## src/rtl/midi_uart_transmitter.sv

```systemverilog
// MIDI serial output: ready/valid byte FIFO feeding an 8N1 UART serializer.
// Optional running-status filter at pop time: define MIDI_RUNNING_STATUS_EN.
`timescale 1ns/1ps
module midi_uart_transmitter #(
  parameter int unsigned CLOCK_FREQUENCY = 50_000_000,
  parameter int unsigned BAUD_RATE       = 31_250,
  parameter int unsigned FIFO_DEPTH      = 4,
  localparam int unsigned BYTE_WIDTH     = 8
) (
  input  logic                  clock_50_000_000,
  input  logic                  reset,
  input  logic [BYTE_WIDTH-1:0] data_out,
  input  logic                  data_out_valid,
  output logic                  data_out_ready,
  output logic                  uart_tx,
  output logic                  busy
);

  localparam int unsigned BIT_CYCLES = CLOCK_FREQUENCY / BAUD_RATE;
  localparam int unsigned BAUD_W     = (BIT_CYCLES > 1) ? $clog2(BIT_CYCLES) : 1;
  localparam int unsigned PTR_W      = $clog2(FIFO_DEPTH);
  localparam int unsigned CNT_W      = PTR_W + 1;

  typedef enum logic [1:0] {IDLE, START, DATA, STOP} state_t;

  state_t                state, state_n;
  logic [BAUD_W-1:0]     baud, baud_n;
  logic [2:0]            bit_idx, bit_idx_n;
  logic [BYTE_WIDTH-1:0] shift, shift_n;
  logic                  tx, tx_n;

  logic [BYTE_WIDTH-1:0] mem [FIFO_DEPTH];
  logic [PTR_W-1:0]      rd_ptr, wr_ptr;
  logic [CNT_W-1:0]      count, count_n;
  logic [BYTE_WIDTH-1:0] head;
  logic                  full, empty, push, pop, drop, bit_end;

  assign head    = mem[rd_ptr];
  assign full    = (count == CNT_W'(FIFO_DEPTH));
  assign empty   = (count == '0);
  assign push    = data_out_valid && !full;
  assign bit_end = (baud == BAUD_W'(BIT_CYCLES - 1));

  assign data_out_ready = !full;
  assign uart_tx        = tx;
  assign busy           = (state != IDLE) || !empty;

`ifdef MIDI_RUNNING_STATUS_EN
  logic [BYTE_WIDTH-1:0] rs, rs_n;

  // A repeated channel-status byte is redundant on the wire and is dropped.
  assign drop = (head >= 8'h80) && (head <= 8'hEF) && (head == rs);

  always_comb begin
    rs_n = rs;
    if (pop && !drop) begin
      if (head >= 8'h80 && head <= 8'hEF) begin
        rs_n = head;
      end else if (head >= 8'hF0 && head <= 8'hF7) begin
        rs_n = '0;
      end
    end
  end

  always_ff @(posedge clock_50_000_000) begin
    if (reset) begin
      rs <= '0;
    end else begin
      rs <= rs_n;
    end
  end
`else
  assign drop = 1'b0;
`endif

  always_comb begin
    count_n = count;
    case ({push, pop})
      2'b10:   count_n = count + CNT_W'(1);
      2'b01:   count_n = count - CNT_W'(1);
      default: count_n = count;
    endcase
  end

  // Next-state / serializer control; a pop either loads a frame or discards the head.
  always_comb begin
    state_n   = state;
    baud_n    = baud;
    bit_idx_n = bit_idx;
    shift_n   = shift;
    tx_n      = tx;
    pop       = 1'b0;
    case (state)
      IDLE: begin
        tx_n = 1'b1;
        if (!empty) begin
          pop = 1'b1;
          if (!drop) begin
            shift_n = head;
            baud_n  = '0;
            state_n = START;
            tx_n    = 1'b0;
          end
        end
      end
      START: begin
        if (bit_end) begin
          baud_n    = '0;
          bit_idx_n = '0;
          state_n   = DATA;
          tx_n      = shift[0];
        end else begin
          baud_n = baud + BAUD_W'(1);
        end
      end
      DATA: begin
        if (bit_end) begin
          baud_n = '0;
          if (bit_idx == 3'd7) begin
            state_n = STOP;
            tx_n    = 1'b1;
          end else begin
            shift_n   = shift >> 1;
            bit_idx_n = bit_idx + 3'd1;
            tx_n      = shift[1];
          end
        end else begin
          baud_n = baud + BAUD_W'(1);
        end
      end
      STOP: begin
        if (bit_end) begin
          baud_n = '0;
          if (!empty) begin
            pop = 1'b1;
            if (!drop) begin
              shift_n = head;
              state_n = START;
              tx_n    = 1'b0;
            end else begin
              state_n = IDLE;
              tx_n    = 1'b1;
            end
          end else begin
            state_n = IDLE;
            tx_n    = 1'b1;
          end
        end else begin
          baud_n = baud + BAUD_W'(1);
        end
      end
      default: begin
        state_n = IDLE;
        tx_n    = 1'b1;
      end
    endcase
  end

  always_ff @(posedge clock_50_000_000) begin
    if (reset) begin
      state   <= IDLE;
      baud    <= '0;
      bit_idx <= '0;
      shift   <= '0;
      tx      <= 1'b1;
      rd_ptr  <= '0;
      wr_ptr  <= '0;
      count   <= '0;
    end else begin
      state   <= state_n;
      baud    <= baud_n;
      bit_idx <= bit_idx_n;
      shift   <= shift_n;
      tx      <= tx_n;
      count   <= count_n;
      if (push) wr_ptr <= wr_ptr + PTR_W'(1);
      if (pop)  rd_ptr <= rd_ptr + PTR_W'(1);
    end
  end

  // Storage needs no reset: occupancy and pointers define validity.
  always_ff @(posedge clock_50_000_000) begin
    if (push) mem[wr_ptr] <= data_out;
  end

endmodule

```

## config.mk

```make
export PLATFORM = sky130hd
export DESIGN_NAME = midi_uart_transmitter
export DESIGN_NICKNAME = d
export VERILOG_FILES = /design/src/rtl/midi_uart_transmitter.sv
export SDC_FILE = /design/constraint.sdc
export NUM_CORES = 1
export LEC_CHECK = 0
export BUFFER_PORTS_ARGS = -buffer_cell sky130_fd_sc_hd__buf_2
export CORE_MARGIN = 2
export CORE_UTILIZATION = 55
export DETAILED_ROUTE_END_ITERATION = 8
export HOLD_SLACK_MARGIN = 0.02
export PLACE_DENSITY = 0.75
export SYNTH_ARGS = -nofsm -noshare
export SYNTH_HDL_FRONTEND = slang
export SYNTH_SLANG_ARGS = --single-unit
```

## constraint.sdc

```tcl
create_clock -name clock_50_000_000 -period 2.3 [get_ports clock_50_000_000]
set_input_delay 0.23 -clock clock_50_000_000 [delete_from_list [all_inputs] [get_ports clock_50_000_000]]
set_output_delay 0.23 -clock clock_50_000_000 [all_outputs]
set_load 0.1 [all_outputs]
```

# After elaboration in Yosys (flattened, before gate mapping)
# Memory sizes are Yosys's and may differ from the RTL's. A register that Yosys moved wholly into a read port is not among the register bits.
# Index checks and enable logic that the tools add are counted.
classes:
  n_addsub: 6
  multipliers: 0
  div_mod_pow: 0
  n_lt_le_gt_ge: 0
  n_eq_ne: 14
  n_shift: 0
  n_mux: 33
  n_bitwise: 0
  reduce_logical: 15
op_table:
  columns: ["cell", "count"]
  rows:
  - ["2-to-1 mux 8 bit", 4]
  - ["one-hot mux 8 bit (3 select lines)", 1]
  - ["2-to-1 mux 11 bit", 2]
  - ["one-hot mux 11 bit (2 select lines)", 1]
  - ["2-to-1 mux 2 bit", 7]
  - ["!= test 2 bit, second input constant", 6]
  - ["one-hot mux 3 bit (2 select lines)", 2]
  - ["adder 11 x 1 -> 11 bit, second input constant", 1]
  - ["== test 11 bit, second input constant", 1]
  - ["2-to-1 mux 1 bit", 10]
  - ["2-to-1 mux 3 bit", 3]
  - ["one-hot mux 2 bit (4 select lines)", 1]
  - ["AND reduction 4 bit", 2]
  - ["adder 3 x 1 -> 3 bit, second input constant", 2]
  - ["== test 2 bit, second input constant", 3]
  - ["== test 3 bit, second input constant", 2]
  - ["nonzero test 2 bit", 3]
  - ["AND reduction 5 bit", 1]
  - ["adder 2 x 1 -> 2 bit, second input constant", 2]
  - ["== test 2 x 1 -> 1 bit, second input constant", 2]
  - ["one-hot mux 1 bit (4 select lines)", 1]
  - ["zero test 3 bit", 1]
  - ["AND reduction 3 bit", 1]
  - ["nonzero test 3 bit", 1]
  - ["other kinds (7)", 8]
word_totals:
  ff_bits: 32
  latch_bits: 0
  mem_bits_rw: 32
  rom_bits: 0
  inputBits: 11
  out_inout_bits: 3
  elab_cells: 77
  mem_count: 1
mem_list:
  columns: ["memory", "words", "width", "rd", "rd_ports_with_merged_regs", "wr", "line", "rtl"]
  rows:
  - ["mem", 4, 8, 1, 1, 1, "32", "logic [BYTE_WIDTH-1:0] mem [FIFO_DEPTH];"]

# Logic depth before layout (Yosys ltp)
# Gate-level depths: netlist of run 1.
depth:
  word_depth: 6
  depth_mapped: 11
  depth_no_buf: 10

# Worst setup path before layout of run 1
# OpenSTA, ideal clock, no wires.
synth_path:
  kind: "register to register"
  from: "register count[2]"
  to: "register count[2]"
  setup_time_ns: 0.071
  arrival_ns: 2.768
  t_required_ns: 2.229
  path_slack_ns: -0.538
  path_stages_with_launch: 10
  n_path_buf: 0
  period_less_slack_ns: 2.838
  path_cell_list: "dfxtp_1 -> or3b_1 -> and2_1 -> inv_1 -> ha_1 -> inv_1 -> fa_1 -> xor2_1 -> or3_1 -> a21oi_1"
synth_via:
  elab_cells_between_ends: 13
  classes_between: "add/sub: 2; eq/ne: 3; mux: 4; reduce/logical: 4"
synth_rtl:
  columns: ["element", "line", "rtl"]
  rows:
  - ["from (decl)", "34", "logic [CNT_W-1:0] count, count_n;"]
  - ["from (signal assigned)", "175", "count <= count_n;"]
  - ["== test 3 bit *", "39", "assign full = (count == CNT_W'(FIFO_DEPTH));"]
  - ["zero test 1 bit *", null, null]
  - ["net data_out_ready", "14", "output logic data_out_ready,"]
  - ["logical AND 1 bit *", "41", "assign push = data_out_valid && !full;"]
  - ["== test 2 x 1 -> 1 bit / == test 2 bit (equally long branches)", "78", "case ({push, pop})"]
  - ["one-hot mux 3 bit (2 select lines) / nonzero test 2 bit (equally long branches)", null, null]
# Mark *: on every way through the listed nets, which the timed path passes. The rest lies on a longest branch.
# A chain may end at the register's enable or synchronous reset.

# Final worst setup path of run 1
layout_path:
  from: "register baud[1]"
  to: "register count[2]"
layout_via:
  elab_chain_cells: 5
  elab_cells_between_ends: 7
  classes_between: "eq/ne: 3; mux: 3; reduce/logical: 1"
layout_rtl:
  columns: ["element", "line", "rtl"]
  rows:
  - ["from (decl)", "27", "logic [BAUD_W-1:0] baud, baud_n;"]
  - ["from (signal assigned)", "171", "baud <= baud_n;"]
  - ["== test 11 bit *", "42", "assign bit_end = (baud == BAUD_W'(BIT_CYCLES - 1));"]
  - ["2-to-1 mux 1 bit *", "132", "if (bit_end) begin"]
  - ["one-hot mux 1 bit (2 select lines) *", "93", "case (state)"]
  - ["== test 2 x 1 -> 1 bit / == test 2 bit (equally long branches)", "78", null]
  - ["one-hot mux 3 bit (2 select lines) / nonzero test 2 bit (equally long branches)", null, null]
# Every way passes the cells marked *; elsewhere a longest branch is shown, timed or not.

==> summary.md, run 1 <==
| Metric | Value |
|---|---|
| Die W | 79.27 µm |
| Sequential fraction of the synthesis area | 0.5269 |
| Number of CTS-inserted buffers | 9 |
| Die Height | 79.27 µm |
| Vias per cell | 5.722 |
| Final wirelength | 5764 µm |
| DR vias | 2140 |
| Pint | 2.917 mW |
| DR DRC count | 0 |
| Startpoint types | register |
| Most common cell after layout, fill and taps aside | edfxtp_1 |
| Hold Vio Cnt, Final | 0 |
| Syn Area/Cell | 11.94 µm² |
| RSZ-0062 raised after global routing | true |
| Yosys warns | 0 |
| PD cells | 1314 nW/µm² |
| Clk root buf | clkbuf_8 |
| Data required, critical path | 2570 ps |
| Placed inst area | 3393 µm² |
| GRT overflow | 0 |
| Comb power frac | 0.463 |
| Worst EP arrival | 2470 ps |
| Initial antenna violation count | 0 |
| Worst-path clk slew | 80 ps |
| Largest net degree at the start of global routing | 26 |
| Hold Crit Class | input port to register |
| Switching fraction of total power | 0.3932 |
| Most common flop cell mapped by yosys | dfxtp_1 |
| First-pass GRT wire length | 9577 µm |
| R2R Setup Slk | 100 ps |
| Finished Layout Cells | 374 |
| Vias in the first global route | 1994 |
| Final Skew | 7.566 ps |
| Final Instance Area | 3660 µm² |
| Initial drt markers | 160 |
| Worst hold slack | 87.10 ps |
| Total track usage | 0.2021 |
| HPWL after DPL | 3989 µm |
| Crit-path max cell delay | 350 ps |
| Worst-Skew Late Latency | 350 ps |
| # hold bufs at CTS | 0 |
| P&R area growth vs syn | 17.47% |
| Min Tclk post-route | 2195 ps |
| Area of the die | 6283 µm² |
| Crit-path slowest cell | dfxtp_2 |
| Worst-path maximum fanout | 5 |
| Cell count after synthesis | 261 |
| Most frequent cells in the layout | edfxtp_1 (32), dfxtp_1 (28), buf_4 (21) |
| Share of cells above drive strength 1 | 0.3079 |
| Crit-path cells | ha_4 > and3_4 > a41oi_4 > nor2_4 > ha_4 > inv_1 > fa_2 > xor2_1 > or3_1 > a21oi_1 |
| I/O Buffers | 13 |
| CTS H-tree depth | 3 |
| Drt pass-1 iters | 5 |
| Number of synthesized register bits | 66 |
| Post-layout nets | 322 |
| Placed Instances | 355 |
| Post-synth ARST share | 0 |
| Total power | 4.808 mW |
| Worst Max-Slew Pin Slew | 494.3 ps |
| Max-slew violation count | 0 |
| Antenna cells | 0 |
| GP Congestion | 0.8278 |
| IO Count | 14 |
| Status | complete, no violations |
| Clock power frac | 0.203 |
| ANT nets after route | 0 |
| Lkg Pwr | 1.282 nW |
| Synth Cell Area | 3115 µm² |
| Slew headroom | 0.6704 |
| Drt wl/cell | 15.41 µm |
| Crit path kind | register to register |
| Setup violators final | 0 |
| Sink Count | 66 |
| CTS tree | built |
| Worst path most repeated cell | ha_4 |
| Seq pwr share | 0.334 |
| Post-synth EDFFs | 32 |
| Critical Path End Type | register |
| Maximum vdd ir drop | 709.4 µV |
| Max Clk Rate | 0.4555 GHz |
| Starting density of the core | 0.5693 |
| Maximum clock insertion buffer count | 2 |
| Setup tns final | 0 ps |
| Max Cap Viol | 0 |
| Final period util | 0.9545 |
| Fillers | 423 |
| Core area | 5473 µm² |
| Yosys cell types | 53 |
| P_sw | 1.890 mW |
| # rows | 27 |
| Post-synthesis net count | 286 |
synth_stat cells, types with 2 or more instances:
cell,number,share of area
dfxtp_1,34,0.22
edfxtp_1,32,0.31
a21oi_1,20,0.032
nor2_1,15,0.018
ha_1,13,0.052
o21ai_0,13,0.021
nand3_1,11,0.018
nand2_1,10,0.012
inv_1,9,0.011
mux4_2,8,0.058
mux2_2,7,0.025
nand4_1,7,0.014
a31oi_1,6,0.012
and3_1,5,0.010
xnor2_1,5,0.014
xor2_1,5,0.014
clkbuf_1,4,0.0048
nand2b_1,4,0.0080
nor3_1,4,0.0064
o211ai_1,4,0.0096
and4_1,3,0.0084
o21a_1,3,0.0072
a211oi_1,2,0.0048
buf_2,2,0.0032
inv_2,2,0.0024
nor3_4,2,0.010
nor4_1,2,0.0040
o21bai_1,2,0.0048
o221ai_1,2,0.0056
or3_1,2,0.0040
critical path, delay by kind of cell (launching register included):
family / cells / cell delay [ps]
buffers and inverters: 1 / 50
adders and majority gates: 3 / 620
and+or+nand+nor: 3 / 670
xor gates and xnor gates: 1 / 150
AOI/OAI and AO/OA: 2 / 280
DFF: 1 / 350
sequential cells by signal, indices dropped and copies added (netlist names), named ones only:
register / flops
rd_ptr: 2
baud: 11
bit_idx: 3
wr_ptr: 2
mem: 32
shift: 8
state: 2
count: 3
uart_tx: 1
per-stage QoR:
step,utilization,setup WS (ps)
final,0.6687,104.7
after global routing,0.6687,-10.92
after CTS,0.6584,1.335
after detailed placement,0.6200,16.76
after global placement,0.6200,109.6
after floorplan,-,1.760
layer usage:
layer	vias to the layer above	routed length, µm	GRT usage
met5	-	0	0
li1	1071	-	-
met1	1010	2709	0.2698
met3	12	249	0.06932
met2	47	2713	0.3136
met4	0	92	0.06034
power groups by stage:
| stage | Clock, mW | Combinational, mW | Sequential [mW] |
|---|---|---|---|
| global route | 1.06 | 2.44 | 1.63 |
| floorplan | 0 | 1.65 | 1.63 |
| global placement | 0 | 2.08 | 1.60 |
| detailed placement | 0 | 2.12 | 1.62 |
| CTS | 1.00 | 2.16 | 1.59 |
| finish | 0.978 | 2.23 | 1.60 |
cell type report:
| cell class | instances | area [µm²] | area share |
|---|---|---|---|
| Clock buffer | 9 | 123.9 | 0.03385 |
| Clock inverter | 7 | 77.57 | 0.02120 |
| Inverter | 11 | 43.79 | 0.01197 |
| Multi-Input combinational cell | 175 | 1450 | 0.3962 |
| Sequential cell | 66 | 1652 | 0.4513 |
| Tap cell | 72 | 90.09 | 0.02462 |
| Timing Repair Buffer | 34 | 222.7 | 0.06085 |
cells by family after synthesis:
kind of cell,share of synthesized area
AND/OR/NAND/NOR,0.1450
flip-flops,0.5269
AO/OA/AOI/OAI,0.1293
buffers and inverters,0.02891
multiplexers,0.08313
adder cells (fa/ha/maj),0.05864
XOR/XNOR,0.02811
worst paths after layout:
kind | from | end | cells past startpoint
setup / recovery | baud[1] | count[2] | 10
hold / removal | data_out[5] | mem[0][5] | 1
setup reg to reg | baud[1] | count[2] | 10
hold reg to reg | shift[3] | shift[3] | 2
what timing repair did:
item                       CTS  global route
resized for setup            1             9
setup endpoints to repair    2             1
pin swaps                    0             5
setup buffers                1             2
No activity file was read; power rests on OpenSTA's default activity.
==> run 2: changes to the inputs <==
--- a/config.mk
+++ b/config.mk
@@ -7,10 +7,10 @@
 export LEC_CHECK = 0
 export BUFFER_PORTS_ARGS = -buffer_cell sky130_fd_sc_hd__buf_2
 export CORE_MARGIN = 2
-export CORE_UTILIZATION = 55
+export CORE_UTILIZATION = 61
 export DETAILED_ROUTE_END_ITERATION = 8
 export HOLD_SLACK_MARGIN = 0.02
-export PLACE_DENSITY = 0.75
+export PLACE_DENSITY = 0.79
 export SYNTH_ARGS = -nofsm -noshare
 export SYNTH_HDL_FRONTEND = slang
 export SYNTH_SLANG_ARGS = --single-unit
==> constraint.sdc (replaced) <==
create_clock -name clock_50_000_000 -period 2.2 [get_ports clock_50_000_000]
set_input_delay 0.22 -clock clock_50_000_000 [delete_from_list [all_inputs] [get_ports clock_50_000_000]]
set_output_delay 0.22 -clock clock_50_000_000 [all_outputs]
set_load 0.1 [all_outputs]
==> run 2 against run 1 <==
  * Critical path depth unchanged
  * Non-clock buffer count increased by 5
  * Clock-buffer cell count increased by 1
  * Final cell count increased by 0.80%
  * Design area increased by 2.1%
  * Highest routed layer unchanged
==> summary.md, run 2 (synthesis gave the netlist of run 1 again) <==
| Metric | Value |
|---|---|
| Number of CTS-inserted buffers | 9 |
| P&R area growth vs syn | 19.92% |
| Maximum vdd ir drop | 1000 µV |
| Worst Max-Slew Pin Slew | 486.8 ps |
| Critical Path End Type | register |
| # rows | 26 |
| Data required, critical path | 2470 ps |
| GP Congestion | 0.8640 |
| Min Tclk post-route | 2165 ps |
| Multi-input logic area | 1449 µm² |
| Most frequent cells in the layout | edfxtp_1 (32), dfxtp_1 (27), buf_4 (26) |
| HPWL after DPL | 4272 µm |
| Share of cells above drive strength 1 | 0.3192 |
| Status | complete, no violations |
| Worst-path maximum fanout | 2 |
| Max reg flops | 32 |
| First-pass GRT wire length | 9701 µm |
| Setup violators final | 0 |
| Biggest regs | mem x32, baud x11, shift x8 |
| Largest net degree at the start of global routing | 26 |
| Pre-CTS setup slack | -36.92 ps |
| Area of the die | 5695 µm² |
| I/O Buffers | 13 |
| CTS H-tree depth | 3 |
| Final Skew | 11.60 ps |
| CTS tree | built |
| Worst EP arrival | 2440 ps |
| IO Count | 14 |
| Clk root buf | clkbuf_8 |
| Die Height | 75.47 µm |
| Antenna cells | 0 |
| Total track usage | 0.2346 |
| Max Clk Rate | 0.4620 GHz |
| Startpoint types | register |
| Initial antenna violation count | 0 |
| Vias in the first global route | 2071 |
| Final period util | 0.9839 |
| Core area | 5010 µm² |
| Fillers | 342 |
| Max Cap Viol | 0 |
| DR vias | 2248 |
| Drt wl/cell | 16.40 µm |
| Setup tns final | 0 ps |
| Hold Crit Class | input port to register |
| Die W | 75.47 µm |
| Final wirelength | 6184 µm |
| ANT nets after route | 0 |
| DR DRC count | 0 |
| Sink Count | 66 |
| Most flops, register | mem |
| Maximum clock insertion buffer count | 2 |
| Hold Vio Cnt, Final | 0 |
| Vias per cell | 5.963 |
| Slew headroom | 0.6777 |
| Worst-Skew Late Latency | 350 ps |
| Lkg Pwr | 1.329 nW |
| Worst-path clk slew | 80 ps |
| Most common cell after layout, fill and taps aside | edfxtp_1 |
| GRT overflow | 0 |
| Drt pass-1 iters | 5 |
| Sequential Area | 1653 µm² |
| Crit path kind | register to register |
| Initial drt markers | 162 |
| Post-route setup slack | 35.34 ps |
| PD cells | 1433 nW/µm² |
| Max-slew violation count | 0 |
| Starting density of the core | 0.6219 |
| Post-layout nets | 327 |
| RSZ-0062 raised after global routing | true |
[run 2: area by class of cell]
cell class	instances	share of cell area
Sequential cell	66	0.4424
Inverter	11	0.01172
Clock buffer	10	0.03416
Multi-Input combinational cell	175	0.3878
Clock inverter	6	0.03081
Timing Repair Buffer	39	0.06966
Tap cell	70	0.02344
[run 2: metrics by stage]
step | hold WS (ps) | cell area (µm²) | cells | utilization | total power [mW]
floorplan | 296.8 | 3153 | 261 | - | 3.430
global placement | 432.0 | 3413 | 356 | 0.6813 | 3.881
detailed placement | 438.8 | 3413 | 356 | 0.6813 | 3.937
CTS | 74.81 | 3716 | 376 | 0.7418 | 5.291
global route | 77.41 | 3736 | 377 | 0.7458 | 5.643
finish | 83.62 | 3736 | 377 | 0.7458 | 5.356
[run 2: repair_timing]
| item | CTS | global route |
|---|---|---|
| hold buffers | 0 | 0 |
| gates resized for setup | 9 | 1 |
| setup buffers | 4 | 1 |
| pin swaps | 2 | 3 |
| setup endpoints to repair | 2 | 1 |
| endpoints found under the hold margin | 0 | 0 |
[run 2: final timing paths]
check	to	slack [ps]	depth (start not counted)	from
hold reg to reg	shift[3]	480	2	shift[3]
hold / removal	mem[3][7]	80	1	data_out[7]
setup reg to reg	count[2]	40	10	baud[0]
setup / recovery	count[2]	40	10	baud[0]
[run 2: worst max-delay path, stage by stage, from the launching register on]
cell	delay, ps
dfxtp_2	360
ha_4	140
and3_4	200
a41oi_4	130
nor2_4	130
ha_4	140
inv_1	50
fa_2	330
xor2_1	160
or3_1	320
a21oi_1	120
[run 2: metal layers]
metal | share of wire | vias up | track usage
li1 | - | 1079 | -
met1 | 0.44 | 1089 | 0.3131
met2 | 0.49 | 68 | 0.3662
met3 | 0.050 | 12 | 0.05952
met4 | 0.019 | 0 | 0.1033
met5 | 0 | - | 0
[run 2: where the power goes]
part           internal [mW]  switching, mW
Combinational           1.04           1.39
Clock                  0.759          0.490
Sequential              1.55          0.135
Total                   3.34           2.01
